<file path="config.mk">
export PLATFORM = sky130hd
export DESIGN_NAME = delay_mem_arbiter_flat
export DESIGN_NICKNAME = d
export VERILOG_FILES = /design/src/rtl/delay_mem_arbiter_pkg.sv /design/src/rtl/delay_mem_arbiter_if.sv /design/src/rtl/delay_mem_arbiter_req_tag_fifo.sv /design/src/rtl/delay_mem_arbiter.sv /design/src/flat_wrapper.sv
export SDC_FILE = /design/constraint.sdc
export NUM_CORES = 1
export LEC_CHECK = 0
export CORE_MARGIN = 4
export CORE_UTILIZATION = 30
export DETAILED_ROUTE_END_ITERATION = 7
export GPL_TIMING_DRIVEN = 1
export PLACE_DENSITY = 0.65
export SYNTH_ARGS = -nofsm -noshare
export SYNTH_HDL_FRONTEND = slang
export SYNTH_SLANG_ARGS = --single-unit
export TNS_END_PERCENT = 1
</file>
<file path="constraint.sdc">
create_clock -name clk -period 4.5 [get_ports clk]
set_clock_uncertainty 0.05 [all_clocks]
set_input_delay 0.45 -clock clk [delete_from_list [all_inputs] [get_ports clk]]
set_output_delay 0.45 -clock clk [all_outputs]
set_load 0.01 [all_outputs]
</file>
<file path="src/rtl/delay_mem_arbiter_pkg.sv">
// Shared definitions for the delay-memory arbiter: widths, default depths and the
// requester-id encoding used for grants, tags and read-return routing.
package delay_mem_arbiter_pkg;

    localparam int DELAY_MEM_ADDR_WIDTH = 24;
    localparam int DELAY_MEM_DATA_WIDTH = 16;
    localparam int DEFAULT_MAX_READS    = 8;
    localparam int DEFAULT_STARVE_LIMIT = 16;

    typedef enum logic {
        PIPE_0 = 1'b0,
        PIPE_1 = 1'b1
    } pipe_id_e;

    function automatic logic [1:0] pipe_onehot(input pipe_id_e id);
        return (id == PIPE_1) ? 2'b10 : 2'b01;
    endfunction

    function automatic pipe_id_e other_pipe(input pipe_id_e id);
        return (id == PIPE_1) ? PIPE_0 : PIPE_1;
    endfunction

endpackage

</file>
<file path="src/rtl/delay_mem_arbiter_if.sv">
// Delay-memory access port: registered request toward memory plus in-order read return.
interface delay_mem_arbiter_if
    import delay_mem_arbiter_pkg::*;
#(
    parameter int ADDR_WIDTH = DELAY_MEM_ADDR_WIDTH,
    parameter int DATA_WIDTH = DELAY_MEM_DATA_WIDTH
) ();

    logic                  mem_req;
    logic                  mem_we;
    logic [ADDR_WIDTH-1:0] mem_addr;
    logic [DATA_WIDTH-1:0] mem_wdata;
    logic                  mem_ready;
    logic                  mem_rvalid;
    logic [DATA_WIDTH-1:0] mem_rdata;

    modport master (
        output mem_req, mem_we, mem_addr, mem_wdata,
        input  mem_ready, mem_rvalid, mem_rdata
    );

    modport slave (
        input  mem_req, mem_we, mem_addr, mem_wdata,
        output mem_ready, mem_rvalid, mem_rdata
    );

endinterface

</file>
<file path="src/rtl/delay_mem_arbiter_req_tag_fifo.sv">
// Requester-id FIFO: one entry per read in flight, popped as memory returns data in order.
module req_tag_fifo
    import delay_mem_arbiter_pkg::*;
#(
    parameter  int DEPTH = DEFAULT_MAX_READS,
    localparam int PTR_W = $clog2(DEPTH),
    localparam int CNT_W = PTR_W + 1
) (
    input  logic             clk,
    input  logic             reset,
    input  logic             push,
    input  logic             pop,
    input  pipe_id_e         din,
    output pipe_id_e         dout,
    output logic [CNT_W-1:0] count,
    output logic             full,
    output logic             empty
);

    pipe_id_e         slots [DEPTH];
    logic [PTR_W-1:0] wr_ptr;
    logic [PTR_W-1:0] rd_ptr;
    logic             do_push;
    logic             do_pop;

    assign full    = (count == CNT_W'(DEPTH));
    assign empty   = (count == '0);
    assign do_push = push && !full;
    assign do_pop  = pop && !empty;
    assign dout    = slots[rd_ptr];

    // NOTE: the entry array is deliberately not reset; pointers and count alone decide validity.
    always_ff @(posedge clk) begin
        if (do_push) begin
            slots[wr_ptr] <= din;
        end
    end

    // NOTE: clocked state uses non-blocking assignments so every register samples pre-edge values.
    always_ff @(posedge clk) begin
        if (reset) begin
            wr_ptr <= '0;
            rd_ptr <= '0;
            count  <= '0;
        end else begin
            if (do_push) begin
                wr_ptr <= wr_ptr + PTR_W'(1);
            end
            if (do_pop) begin
                rd_ptr <= rd_ptr + PTR_W'(1);
            end
            case ({do_push, do_pop})
                2'b10:   count <= count + CNT_W'(1);
                2'b01:   count <= count - CNT_W'(1);
                default: count <= count;
            endcase
        end
    end

endmodule

</file>
<file path="src/rtl/delay_mem_arbiter.sv">
// Shares one delay-memory port between the live and staging pipelines: priority arbitration
// with a starvation guard, a single registered output slot, and tag-routed read returns.
module delay_mem_arbiter
    import delay_mem_arbiter_pkg::*;
#(
    parameter int ADDR_WIDTH   = DELAY_MEM_ADDR_WIDTH,
    parameter int DATA_WIDTH   = DELAY_MEM_DATA_WIDTH,
    parameter int MAX_READS    = DEFAULT_MAX_READS,
    parameter int STARVE_LIMIT = DEFAULT_STARVE_LIMIT
) (
    input  logic                    clk,
    input  logic                    reset,
    input  logic                    current_pipeline,
    input  logic [1:0]              req,
    input  logic [1:0]              req_we,
    input  logic [2*ADDR_WIDTH-1:0] req_addr,
    input  logic [2*DATA_WIDTH-1:0] req_wdata,
    output logic [1:0]              gnt,
    output logic [1:0]              rvalid,
    output logic [DATA_WIDTH-1:0]   rdata,
    delay_mem_arbiter_if.master     mem,
    output logic                    err_spurious
);

    localparam int CTR_W = $clog2(STARVE_LIMIT + 1);
    localparam int CNT_W = $clog2(MAX_READS) + 1;

    pipe_id_e              live_id;
    pipe_id_e              stg_id;
    pipe_id_e              grant_id;
    logic                  grant_any;
    logic                  slot_free;
    logic                  starved;
    logic [1:0]            eligible;
    logic [CTR_W-1:0]      starve_ctr;

    logic                  sel_we;
    logic [ADDR_WIDTH-1:0] sel_addr;
    logic [DATA_WIDTH-1:0] sel_wdata;

    logic                  push_tag;
    logic                  pop_tag;
    pipe_id_e              tag_dout;
    logic [CNT_W-1:0]      tag_count;
    logic                  tag_full;
    logic                  tag_empty;

    assign live_id   = pipe_id_e'(current_pipeline);
    assign stg_id    = other_pipe(live_id);
    assign slot_free = !mem.mem_req || mem.mem_ready;
    assign starved   = (starve_ctr == CTR_W'(STARVE_LIMIT));

    // Writes never need a tag, so only reads are held back by a full tag FIFO.
    assign eligible  = req & (req_we | {2{!tag_full}});

    always_comb begin
        // NOTE: defaults come first so every path assigns every output and no latch is inferred.
        grant_any = 1'b0;
        grant_id  = live_id;
        gnt       = 2'b00;
        if (!reset && slot_free && (eligible != 2'b00)) begin
            grant_any = 1'b1;
            if (eligible[stg_id] && (!eligible[live_id] || starved)) begin
                grant_id = stg_id;
            end
            gnt = pipe_onehot(grant_id);
        end
    end

    assign sel_we    = (grant_id == PIPE_1) ? req_we[1] : req_we[0];
    assign sel_addr  = (grant_id == PIPE_1) ? req_addr[2*ADDR_WIDTH-1:ADDR_WIDTH]
                                            : req_addr[ADDR_WIDTH-1:0];
    assign sel_wdata = (grant_id == PIPE_1) ? req_wdata[2*DATA_WIDTH-1:DATA_WIDTH]
                                            : req_wdata[DATA_WIDTH-1:0];

    // A loaded access is held untouched until memory takes it; a grant only happens once the
    // slot is free, so loading and holding never collide.
    always_ff @(posedge clk) begin
        if (reset) begin
            mem.mem_req   <= 1'b0;
            mem.mem_we    <= 1'b0;
            mem.mem_addr  <= '0;
            mem.mem_wdata <= '0;
        end else if (grant_any) begin
            mem.mem_req   <= 1'b1;
            mem.mem_we    <= sel_we;
            mem.mem_addr  <= sel_addr;
            mem.mem_wdata <= sel_wdata;
        end else if (mem.mem_ready) begin
            mem.mem_req   <= 1'b0;
        end
    end

    always_ff @(posedge clk) begin
        if (reset) begin
            starve_ctr <= '0;
        end else if (req[stg_id] && !gnt[stg_id]) begin
            if (!starved) begin
                starve_ctr <= starve_ctr + CTR_W'(1);
            end
        end else begin
            starve_ctr <= '0;
        end
    end

    assign push_tag = grant_any && !sel_we;
    assign pop_tag  = mem.mem_rvalid && !tag_empty;

    req_tag_fifo #(
        .DEPTH (MAX_READS)
    ) u_tag_fifo (
        .clk   (clk),
        .reset (reset),
        .push  (push_tag),
        .pop   (pop_tag),
        .din   (grant_id),
        .dout  (tag_dout),
        .count (tag_count),
        .full  (tag_full),
        .empty (tag_empty)
    );

    always_ff @(posedge clk) begin
        if (reset) begin
            rvalid       <= 2'b00;
            rdata        <= '0;
            err_spurious <= 1'b0;
        end else begin
            rvalid       <= pop_tag ? pipe_onehot(tag_dout) : 2'b00;
            err_spurious <= mem.mem_rvalid && tag_empty;
            if (pop_tag) begin
                rdata <= mem.mem_rdata;
            end
        end
    end

    a_tag_count_bound: assert property (@(posedge clk) disable iff (reset)
        tag_count <= CNT_W'(MAX_READS));

    a_gnt_onehot: assert property (@(posedge clk) $onehot0(gnt));

endmodule

</file>
<file path="src/flat_wrapper.sv">
// flat-port wrapper written by rule: the top's interface ports become plain ports
module delay_mem_arbiter_flat import delay_mem_arbiter_pkg::*;
#(
    parameter int ADDR_WIDTH   = DELAY_MEM_ADDR_WIDTH,
    parameter int DATA_WIDTH   = DELAY_MEM_DATA_WIDTH,
    parameter int MAX_READS    = DEFAULT_MAX_READS,
    parameter int STARVE_LIMIT = DEFAULT_STARVE_LIMIT
)
  (clk, reset, current_pipeline, req, req_we, req_addr, req_wdata, gnt, rvalid, rdata, err_spurious, mem_mem_req, mem_mem_we, mem_mem_addr, mem_mem_wdata, mem_mem_ready, mem_mem_rvalid, mem_mem_rdata);
  delay_mem_arbiter_if #(.ADDR_WIDTH(ADDR_WIDTH), .DATA_WIDTH(DATA_WIDTH)) mem_i ();
  input  logic clk;
  input  logic reset;
  input  logic current_pipeline;
  input  logic [1:0] req;
  input  logic [1:0] req_we;
  input  logic [2*ADDR_WIDTH-1:0] req_addr;
  input  logic [2*DATA_WIDTH-1:0] req_wdata;
  output logic [1:0] gnt;
  output logic [1:0] rvalid;
  output logic [DATA_WIDTH-1:0] rdata;
  output logic err_spurious;
  output wire logic [$bits(mem_i.mem_req)-1:0] mem_mem_req;
  output wire logic [$bits(mem_i.mem_we)-1:0] mem_mem_we;
  output wire logic [$bits(mem_i.mem_addr)-1:0] mem_mem_addr;
  output wire logic [$bits(mem_i.mem_wdata)-1:0] mem_mem_wdata;
  input wire logic [$bits(mem_i.mem_ready)-1:0] mem_mem_ready;
  input wire logic [$bits(mem_i.mem_rvalid)-1:0] mem_mem_rvalid;
  input wire logic [$bits(mem_i.mem_rdata)-1:0] mem_mem_rdata;
  assign mem_mem_req = mem_i.mem_req;
  assign mem_mem_we = mem_i.mem_we;
  assign mem_mem_addr = mem_i.mem_addr;
  assign mem_mem_wdata = mem_i.mem_wdata;
  assign mem_i.mem_ready = mem_mem_ready;
  assign mem_i.mem_rvalid = mem_mem_rvalid;
  assign mem_i.mem_rdata = mem_mem_rdata;
  delay_mem_arbiter #(.ADDR_WIDTH(ADDR_WIDTH), .DATA_WIDTH(DATA_WIDTH), .MAX_READS(MAX_READS), .STARVE_LIMIT(STARVE_LIMIT)) u_core (.clk(clk), .reset(reset), .current_pipeline(current_pipeline), .req(req), .req_we(req_we), .req_addr(req_addr), .req_wdata(req_wdata), .gnt(gnt), .rvalid(rvalid), .rdata(rdata), .mem(mem_i), .err_spurious(err_spurious));
endmodule
</file>
==> results, run 1 <==
- The flow ran to the end, and the final reports show no timing, DRC or antenna violations.
- The initial utilization of the core area, before any placement, comes to 0.309.
- Setup slack on the worst reg-to-reg path comes out at 1.15 ns.
- The number of pins with negative max-slew slack in the final report is 0.
- The count of cells along the worst hold path is 2.
- The post-CTS setup repair buffer count is 0.
- The detail route stage leaves a number of antenna-violating nets equal to 0.
- The total negative slack is 0 ns.
- The number of warnings issued by yosys is 0.
- Of the total power, the clock network draws 0.278.
- The clock drives 87 sinks.
- The area enclosed by the die boundary is 15100 µm².
- The first-pass GRT wire length is 18600 µm.
- The average instance in the mapped netlist occupies 9.74 µm².
- The via count of the first global-routing pass came to 3791.
- The post-placement cell count is 716.
- The endpoint kind of the worst setup timing path is an output port.
- The maximum vdd drop is 167 µV.
- In the routed design, unresolved DRC markers number 0.
- In this run the worst path has a maximum fanout of 42.
- Dividing the final minimum period by the clock period gives 0.756.
- The number of nets in the final layout is 667.
- For this run, the register share of the synthesized area comes to 0.462.
- In this run, synthesis inferred 8 flip-flops with an integrated enable.
- For the worst setup path, the data arrival time is 2.90 ns.
- For the pin with the worst max-slew slack, the measured transition is 0.675 ns.
- The number of antenna violations at the first check in global routing was 0.
- The highest clock rate is 294 MHz.
- The area of the core is 12800 µm².
- Measured against the total synthesized area, the mux share comes to 0.0295.
- The number of antenna diodes in the final layout is 0.
- The hold violation total from the final report is 0.
- The tool flagged a number of max-cap violations equal to 0.
- The share of total power dissipated in combinational logic is 0.344.
- In this run, the number of DRC markers left after iteration 0 of detailed routing was 147.
- The root buffer cell is sky130_fd_sc_hd__clkbuf_16.
- Of the cells placed in the final design, the portion with a size suffix greater than 1 is 0.0589.
- The via-per-instance ratio is 5.09.
- In this run the power spent charging and discharging nets is 0.807 mW.
- Counting flops and latches in the post-synthesis netlist gives 87.
- Headroom to the max-slew limit came out at 0.550.
- In the synthesized netlist the async set-or-reset flop fraction comes to 0.
- The number of buffers on the longest clock path is 2.
- The vertical extent of the die is 123 µm.
- The kind of path behind the tightest hold check is reg -> reg.
- The total setup violations reported at the end of the flow is 0.
- From synthesis to final layout, the design area changed by 53.4%.
- In the global route stage, overall resource usage came out at 0.157.
- The layout has 1156 filler cells.
- The summed instance area of the synthesized netlist is 3950 µm².
- The sort of element at the start of the critical path is a register.
- The startpoint identified for the worst register-to-register timing path is u_core.u_tag_fifo.count[0].
- The die extent in x is 123 µm.
- The synthesized netlist cell count is 405.
- After clock tree synthesis, the clock-pin slew on the worst setup and hold paths is 0.06 ns.
- The largest single stage delay on the critical path is 0.60 ns.
- The signal on the critical path passes through or4b_4, o21ai_2, o21a_2, buf_4, and2_1, clkdlybuf4s50_1.
- At the worst endpoint, the required time is 4.00 ns.
- Of the total synthesized cell area, the portion taken by XOR and XNOR cells is 0.0244.
- The critical path in this run is classified as reg -> out.
- The slowest stage of the critical path belongs to the cell sky130_fd_sc_hd__or4b_4.
- The total congestion overflow is 0.
- Setup repair after global routing left no endpoint under its margin.
- After synthesis, the largest family of logic cells by area is compound AO/OA/AOI/OAI gates.
- For the worst flop-to-flop path, the logic depth is 11.
- The smallest clock period supported by the final layout is computed as 3.40 ns.
- In the final layout, the multi-input gates occupy 1960 µm².
- Of the total power, the share spent switching nets is 0.303.
- The final weighted congestion of routability-driven global placement is 0.792.
- The net count after synthesis is 517.
- The share of the synthesized area in compound gates (AO/OA/AOI/OAI) is 0.248.
- The number of levels in the clock H-tree is 3.
- The number of gates resized after CTS was 0.
- The cell-internal power is 1.85 mW.
- Among all flip-flop cells after synthesis, the most frequent one is sky130_fd_sc_hd__dfxtp_1.
- Across the whole layout, storage elements account for 1820 µm².
- Of the total synthesized cell area, the portion taken by AND, OR, NAND and NOR gates is 0.169.
- The clock tree from TritonCTS is built.
- The count of different cell masters after synthesis is 49.
- The clock insertion delay at the later pin of the skew report is 0.34 ns.
- Summed over all cells, the static leakage comes to 2.30 nW.
- The final wirelength is 11800 µm.
- The total power per unit cell area is 440 nW/µm².
- Row generation in the floorplan step produced 41 rows.
- The first detailed-routing pass ran for 5 iterations.
- The pin count of the biggest net entering global routing is 43.
- Of the total synthesized cell area, the portion taken by full adders, half adders and majority gates is 0.0222.
- Power comes to 2.66 mW.
- The routed length per placed instance is 16.1 µm.
- Detailed placement ended at an HPWL of 8290 µm.
- Across all layers, the routed design uses 3729 vias.
- The cts-stage hold buffer count is 0.
- The number of clock buffers added by TritonCTS is 9.
- The worst register-to-register path ends at u_core.u_tag_fifo.count[2].
- The boundary pin count is 168.
- Of the total power, registers draw 0.379.
- The worst hold slack after final layout is 0.405 ns.
- Excluding fillers, the count of instances in the completed layout stands at 732.
- The start point of the worst hold path is u_core.rdata[6].
- The terminating pin of the worst hold path is u_core.rdata[6].
- In this run the tool buffered the top-level ports with 167 buffer cells.
==> state kept, by name, summed over array words and instances (netlist names), named ones only <==
| signal | count |
|---|---|
| u_core.mem.mem_addr | 24 |
| u_core.mem.mem_wdata | 16 |
| u_core.rdata | 16 |
| u_core.u_tag_fifo.slots | 8 |
| u_core.starve_ctr | 5 |
| u_core.u_tag_fifo.count | 4 |
| u_core.u_tag_fifo.rd_ptr | 3 |
| u_core.u_tag_fifo.wr_ptr | 3 |
| u_core.rvalid | 2 |
| u_core.err_spurious | 1 |
| u_core.mem.mem_req | 1 |
| u_core.mem.mem_we | 1 |
==> worst max-delay path, delay by kind of cell (launching register included) <==
kind                   cells  cell delay, ns
AO/OA/AOI/OAI              2            0.43
flip-flops                 1            0.37
AND/OR/NAND/NOR            2            0.80
buffers and inverters      2            0.94
==> layer usage <==
layer | global-route usage | vias up | wire [µm]
li1 | - | 1808 | -
met1 | 0.190 | 1764 | 4990
met2 | 0.256 | 139 | 5530
met3 | 0.0548 | 18 | 1050
met4 | 0.0630 | 0 | 231
met5 | 0 | - | 0
==> power groups by stage <==
stage	logic [mW]	registers [mW]	clock network, mW
finish	0.914	1.01	0.739
global route	1.01	1.03	0.793
CTS	0.928	1.01	0.763
detailed placement	0.924	1.03	0
global placement	0.912	1.02	0
floorplan	0.448	1.06	0
==> through the flow <==
| stage | cell area (µm²) | worst slack [ns] | utilization |
|---|---|---|---|
| final | 6050 | 1.10 | 0.474 |
| after global routing | 6050 | 0.832 | 0.474 |
| after CTS | 6050 | 1.06 | 0.474 |
| after detailed placement | 5760 | 1.04 | 0.451 |
| after global placement | 5760 | 1.12 | 0.451 |
| after floorplan | 3950 | 1.43 | - |
==> cell usage in the layout (no fill, tap or decap), types with 3 or more instances in the layout <==
master	instances
sky130_fd_sc_hd__clkdlybuf4s50_1	167
sky130_fd_sc_hd__nor3_1	3
sky130_fd_sc_hd__xor2_1	7
sky130_fd_sc_hd__xnor2_1	4
sky130_fd_sc_hd__nor4b_1	3
sky130_fd_sc_hd__nor4_1	8
sky130_fd_sc_hd__and2_1	3
sky130_fd_sc_hd__edfxtp_1	8
sky130_fd_sc_hd__inv_1	7
sky130_fd_sc_hd__nor2_1	9
sky130_fd_sc_hd__mux2i_1	6
sky130_fd_sc_hd__ha_1	7
sky130_fd_sc_hd__dfxtp_1	79
sky130_fd_sc_hd__clkbuf_16	9
sky130_fd_sc_hd__o21ai_0	4
sky130_fd_sc_hd__a32o_1	40
sky130_fd_sc_hd__nand2_1	41
sky130_fd_sc_hd__buf_4	9
sky130_fd_sc_hd__or3_1	41
sky130_fd_sc_hd__nand2b_1	4
sky130_fd_sc_hd__a21o_1	40
sky130_fd_sc_hd__a21oi_1	21
==> synthesized netlist by cell type (2+ instances only) <==
master,count,area [µm²]
sky130_fd_sc_hd__a21o_1,40,300
sky130_fd_sc_hd__a21oi_1,22,110
sky130_fd_sc_hd__a32o_1,40,400
sky130_fd_sc_hd__and2_1,3,18.8
sky130_fd_sc_hd__buf_2,7,35.0
sky130_fd_sc_hd__clkbuf_1,25,93.8
sky130_fd_sc_hd__clkbuf_2,4,20.0
sky130_fd_sc_hd__dfxtp_1,79,1580
sky130_fd_sc_hd__edfxtp_1,8,240
sky130_fd_sc_hd__ha_1,7,87.6
sky130_fd_sc_hd__inv_1,7,26.3
sky130_fd_sc_hd__mux2i_1,6,60.1
sky130_fd_sc_hd__mux4_2,2,45.0
sky130_fd_sc_hd__nand2_1,41,154
sky130_fd_sc_hd__nand2b_1,4,25.0
sky130_fd_sc_hd__nand3_1,2,10.0
sky130_fd_sc_hd__nor2_1,10,37.5
sky130_fd_sc_hd__nor3_1,3,15.0
sky130_fd_sc_hd__nor4_1,8,50.1
sky130_fd_sc_hd__nor4b_1,3,26.3
sky130_fd_sc_hd__o211ai_1,2,15.0
sky130_fd_sc_hd__o21a_1,3,22.5
sky130_fd_sc_hd__o21ai_0,4,20.0
sky130_fd_sc_hd__or3_1,41,257
sky130_fd_sc_hd__xnor2_1,4,35.0
sky130_fd_sc_hd__xor2_1,7,61.3
==> cell type report <==
cell class / count / share of cell area
flip-flops and latches: 87 / 0.301
clock buffers: 12 / 0.0407
well taps: 172 / 0.0356
clock inverters: 4 / 0.00744
repair buffers: 176 / 0.287
multi-input cells: 274 / 0.324
inverters: 7 / 0.00434
==> logic make-up (layout without fill, tap and decap cells) <==
kind of cell	Yosys count	count (layout)
AOI/OAI and AO/OA	123	123
xor gates and xnor gates	11	11
adders and majority gates	7	7
buffers and inverters	44	199
DFF	87	87
muxes	9	9
and+or+nand+nor	124	124
==> how the worst max path moves through the flow <==
stage	start	end	slack [ns]	cells after the start
detailed placement	current_pipeline	u_core.u_tag_fifo.count[2]	1.04	12
global placement	current_pipeline	u_core.u_tag_fifo.count[2]	1.12	12
CTS	u_core.u_tag_fifo.count[0]	gnt[0]	1.06	6
finish	u_core.u_tag_fifo.count[0]	gnt[0]	1.10	6
global route	u_core.starve_ctr[0]	u_core.u_tag_fifo.count[2]	0.83	13
floorplan	u_core.u_tag_fifo.count[0]	u_core.u_tag_fifo.count[2]	1.43	13
Power figures use the tool's default switching activity.
==> run 2: changes to the inputs <==
Clock period 4.5 ns to 3.45 ns, I/O delays scaled along.
==> results, run 2 (synthesis results as in run 1) <==
- The total power per unit cell area came to 574 nW/µm² (+31%).
- The run finished with clean final reports.
- The number of filler cells placed in the layout came to 1184 (+2.4%).
- The hold violation total from the final report came to 0 (unchanged).
- The number of levels in the clock H-tree is 3 (unchanged).
- Leaving out fill and tap cells, the most frequent cells in the layout are 167 x sky130_fd_sc_hd__clkdlybuf4s50_1, 79 x sky130_fd_sc_hd__dfxtp_1, 41 x sky130_fd_sc_hd__nand2_1, 41 x sky130_fd_sc_hd__or3_1.
- The number of nets in the final layout is 670 (+0.45%).
- The register with the most flip-flops in the final layout is u_core.mem.mem_addr.
- The leakage power figure came to 2.33 nW (+0.91%).
- The via count of the first global-routing pass came to 3853 (+1.6%).
- The post-CTS setup repair buffer count was 0 (unchanged).
- The number of clock buffers inserted by TritonCTS is 9 (unchanged).
- The pin count of the biggest net entering global routing is 45 (+4.7%).
- The number of antenna violations at the first check in global routing came to 0 (unchanged).
- In the finished design, the share of the clock period the worst path needs comes to 0.928.
- The kind of path behind the tightest hold check is reg -> reg.
- The number of sinks driven by the clock tree is 87 (unchanged).
- Setup repair after global routing left no endpoint under its margin.
- The via-per-instance ratio is 5.12 (+0.53%).
- The headroom to the max-slew limit came to 0.567 (+0.0170).
- The maximum vdd drop is 307 µV (+84%).
- The final weighted congestion of routability-driven global placement is 0.772 (-2.6%).
- Traced cell by cell, the critical path runs through or4b_4, o21ai_2, o21a_2, buf_6, and2_1, clkdlybuf4s50_1.
- The clock insertion delay at the later pin of the skew report is 0.35 ns (about the same).
- The highest cell delay on the worst timing path is 0.60 ns (about the same).
- In the final layout, the registers with the most flip-flops are u_core.mem.mem_addr: 24 flops, u_core.mem.mem_wdata: 16 flops, u_core.rdata: 16 flops.
- The area of the core is 12800 µm² (unchanged).
- The cell with the largest stage delay on the worst path is sky130_fd_sc_hd__or4b_4.
- The initial standard-cell utilization of the core came to 0.309 (unchanged).
- The clock period could shrink to 3.20 ns.
- The switching component of the power is 1.12 mW (+38%).
- The number of cells upsized or downsized after cts came to 0 (unchanged).
- The root buffer cell is sky130_fd_sc_hd__clkbuf_16.
- The cell-internal power is 2.37 mW (+28%).
- The first-pass GRT wire length is 19100 µm (+2.7%).
- The final antenna-violating net count is 0 (unchanged).
- The vertical extent of the die came to 123 µm (unchanged).
- The share of post-route cells with drive strength above 1 is 0.0710 (+0.0121).
- The data arrival at the endpoint of the critical path is 2.81 ns (-0.09 ns).
- The number of flip-flops in the largest register came to 24 (unchanged).
- The slew at the pin closest to its max-slew limit is 0.644 ns (-0.0313 ns).
- The combinational share of power is 0.349 (+0.005).
- The total half-perimeter wirelength after legalization and detailed placement is 8440 µm (+1.9%).
- TritonCTS built the clock tree.
- The quantity of I/O buffers inserted on ports was 167 (unchanged).
- The number of pins with negative max-slew slack in the final report is 0 (unchanged).
- The area overhead of the layout relative to synthesis is 53.9%.
- The site row count is 41 (unchanged).
- The number of buffers on the longest clock path was 2 (unchanged).
- The iteration count of the initial detailed-routing pass is 4 (-1).
- The area of combinational cells with multiple inputs is 1960 µm² (unchanged).
- The cts-stage hold buffer count is 0 (unchanged).
- The total congestion overflow is 0 (unchanged).
- The area occupied by registers is 1820 µm² (unchanged).
- The critical setup path kind is reg -> out.
- The required time reported for the critical path endpoint came to 3.05 ns (-0.95 ns).
- The endpoint kind of the worst setup timing path is an output port.
- The total negative slack is 0 ns (unchanged).
- The total setup violations reported at the end of the flow is 0 (unchanged).
- The die extent in x was 123 µm (unchanged).
- The all-layer global routing usage is 0.161 (+0.00341).
- The antenna diode count is 0 (unchanged).
- The via count came to 3764 (+0.94%).
- The number of max-cap violations is 0 (unchanged).
- The routed length per placed instance is 16.6 µm (+2.8%).
- The worst hold slack after final layout was 0.407 ns (+0.00222 ns).
- The post-CTS clock slew at the launch and capture registers of the worst setup and hold paths is 0.07 ns (about the same).
- The final wirelength is 12200 µm (+3.2%).
- The DRC violation total after the first TritonRoute iteration came to 173 (+18%).
- STA classifies the critical path startpoint as a register.
- The count of unresolved DRC violations after routing was 0 (unchanged).
- The proportion of total power due to net switching came to 0.320 (+0.0167).
- The clock share of power came to 0.273 (-0.005).
- The sequential power share came to 0.378 (about the same).
- Based on the critical path, the design can be clocked at up to 312 MHz.
- The area enclosed by the die boundary is 15100 µm² (unchanged).
- The boundary pin count is 168 (unchanged).
- Leaving out fill and tap cells, the most frequent cell in the layout is sky130_fd_sc_hd__clkdlybuf4s50_1.
- The peak fanout along the critical path is 42 (unchanged).
[run 2: path summary, 6_finish.rpt]
kind,from,end,slack (ns),cells past startpoint
setup / recovery,u_core.u_tag_fifo.count[0],gnt[0],0.25,6
hold / removal,u_core.rdata[13],u_core.rdata[13],0.41,2
setup reg to reg,u_core.starve_ctr[0],u_core.u_tag_fifo.count[2],0.43,13
hold reg to reg,u_core.rdata[13],u_core.rdata[13],0.41,2
[run 2: power by group through the flow]
stage	Sequential, mW	Clock [mW]	Combinational, mW
final	1.32	0.953	1.22
after global routing	1.34	1.03	1.34
after CTS	1.32	0.985	1.23
after detailed placement	1.34	0	1.23
after global placement	1.33	0	1.20
after floorplan	1.39	0	0.585
[run 2: per-layer routing]
layer	up-vias	track usage	share of wire
met5	-	0	0
met4	0	0.0588	0.018
met3	18	0.0645	0.096
met2	168	0.277	0.49
met1	1767	0.177	0.39
li1	1811	-	-
[run 2: worst max-delay path, delay by kind of cell (launching register included)]
kind | cells | cell delay, ns
and+or+nand+nor | 2 | 0.78
buffers and inverters | 2 | 0.85
DFF | 1 | 0.38
AOI/OAI and AO/OA | 2 | 0.44
[run 2: area by class of cell]
class,instances,area share
clock buffers,10,0.0393
inverters,7,0.00433
flip-flops and latches,87,0.300
multi-input cells,274,0.322
repair buffers,179,0.291
well taps,172,0.0354
clock inverters,6,0.00803
[run 2: through the flow]
| stage | std cells | instance area (µm²) | power (mW) | setup slack [ns] | utilization |
|---|---|---|---|---|---|
| 3_3_place_gp | 719 | 5780 | 2.53 | 0.416 | 0.453 |
| 3_5_place_dp | 719 | 5780 | 2.57 | 0.263 | 0.453 |
| 6_report | 735 | 6070 | 3.49 | 0.248 | 0.476 |
| 4_1_cts | 735 | 6070 | 3.53 | 0.109 | 0.475 |
| 5_1_grt | 735 | 6070 | 3.71 | 0.113 | 0.476 |
| 2_1_floorplan | 405 | 3950 | 1.97 | 0.376 | - |
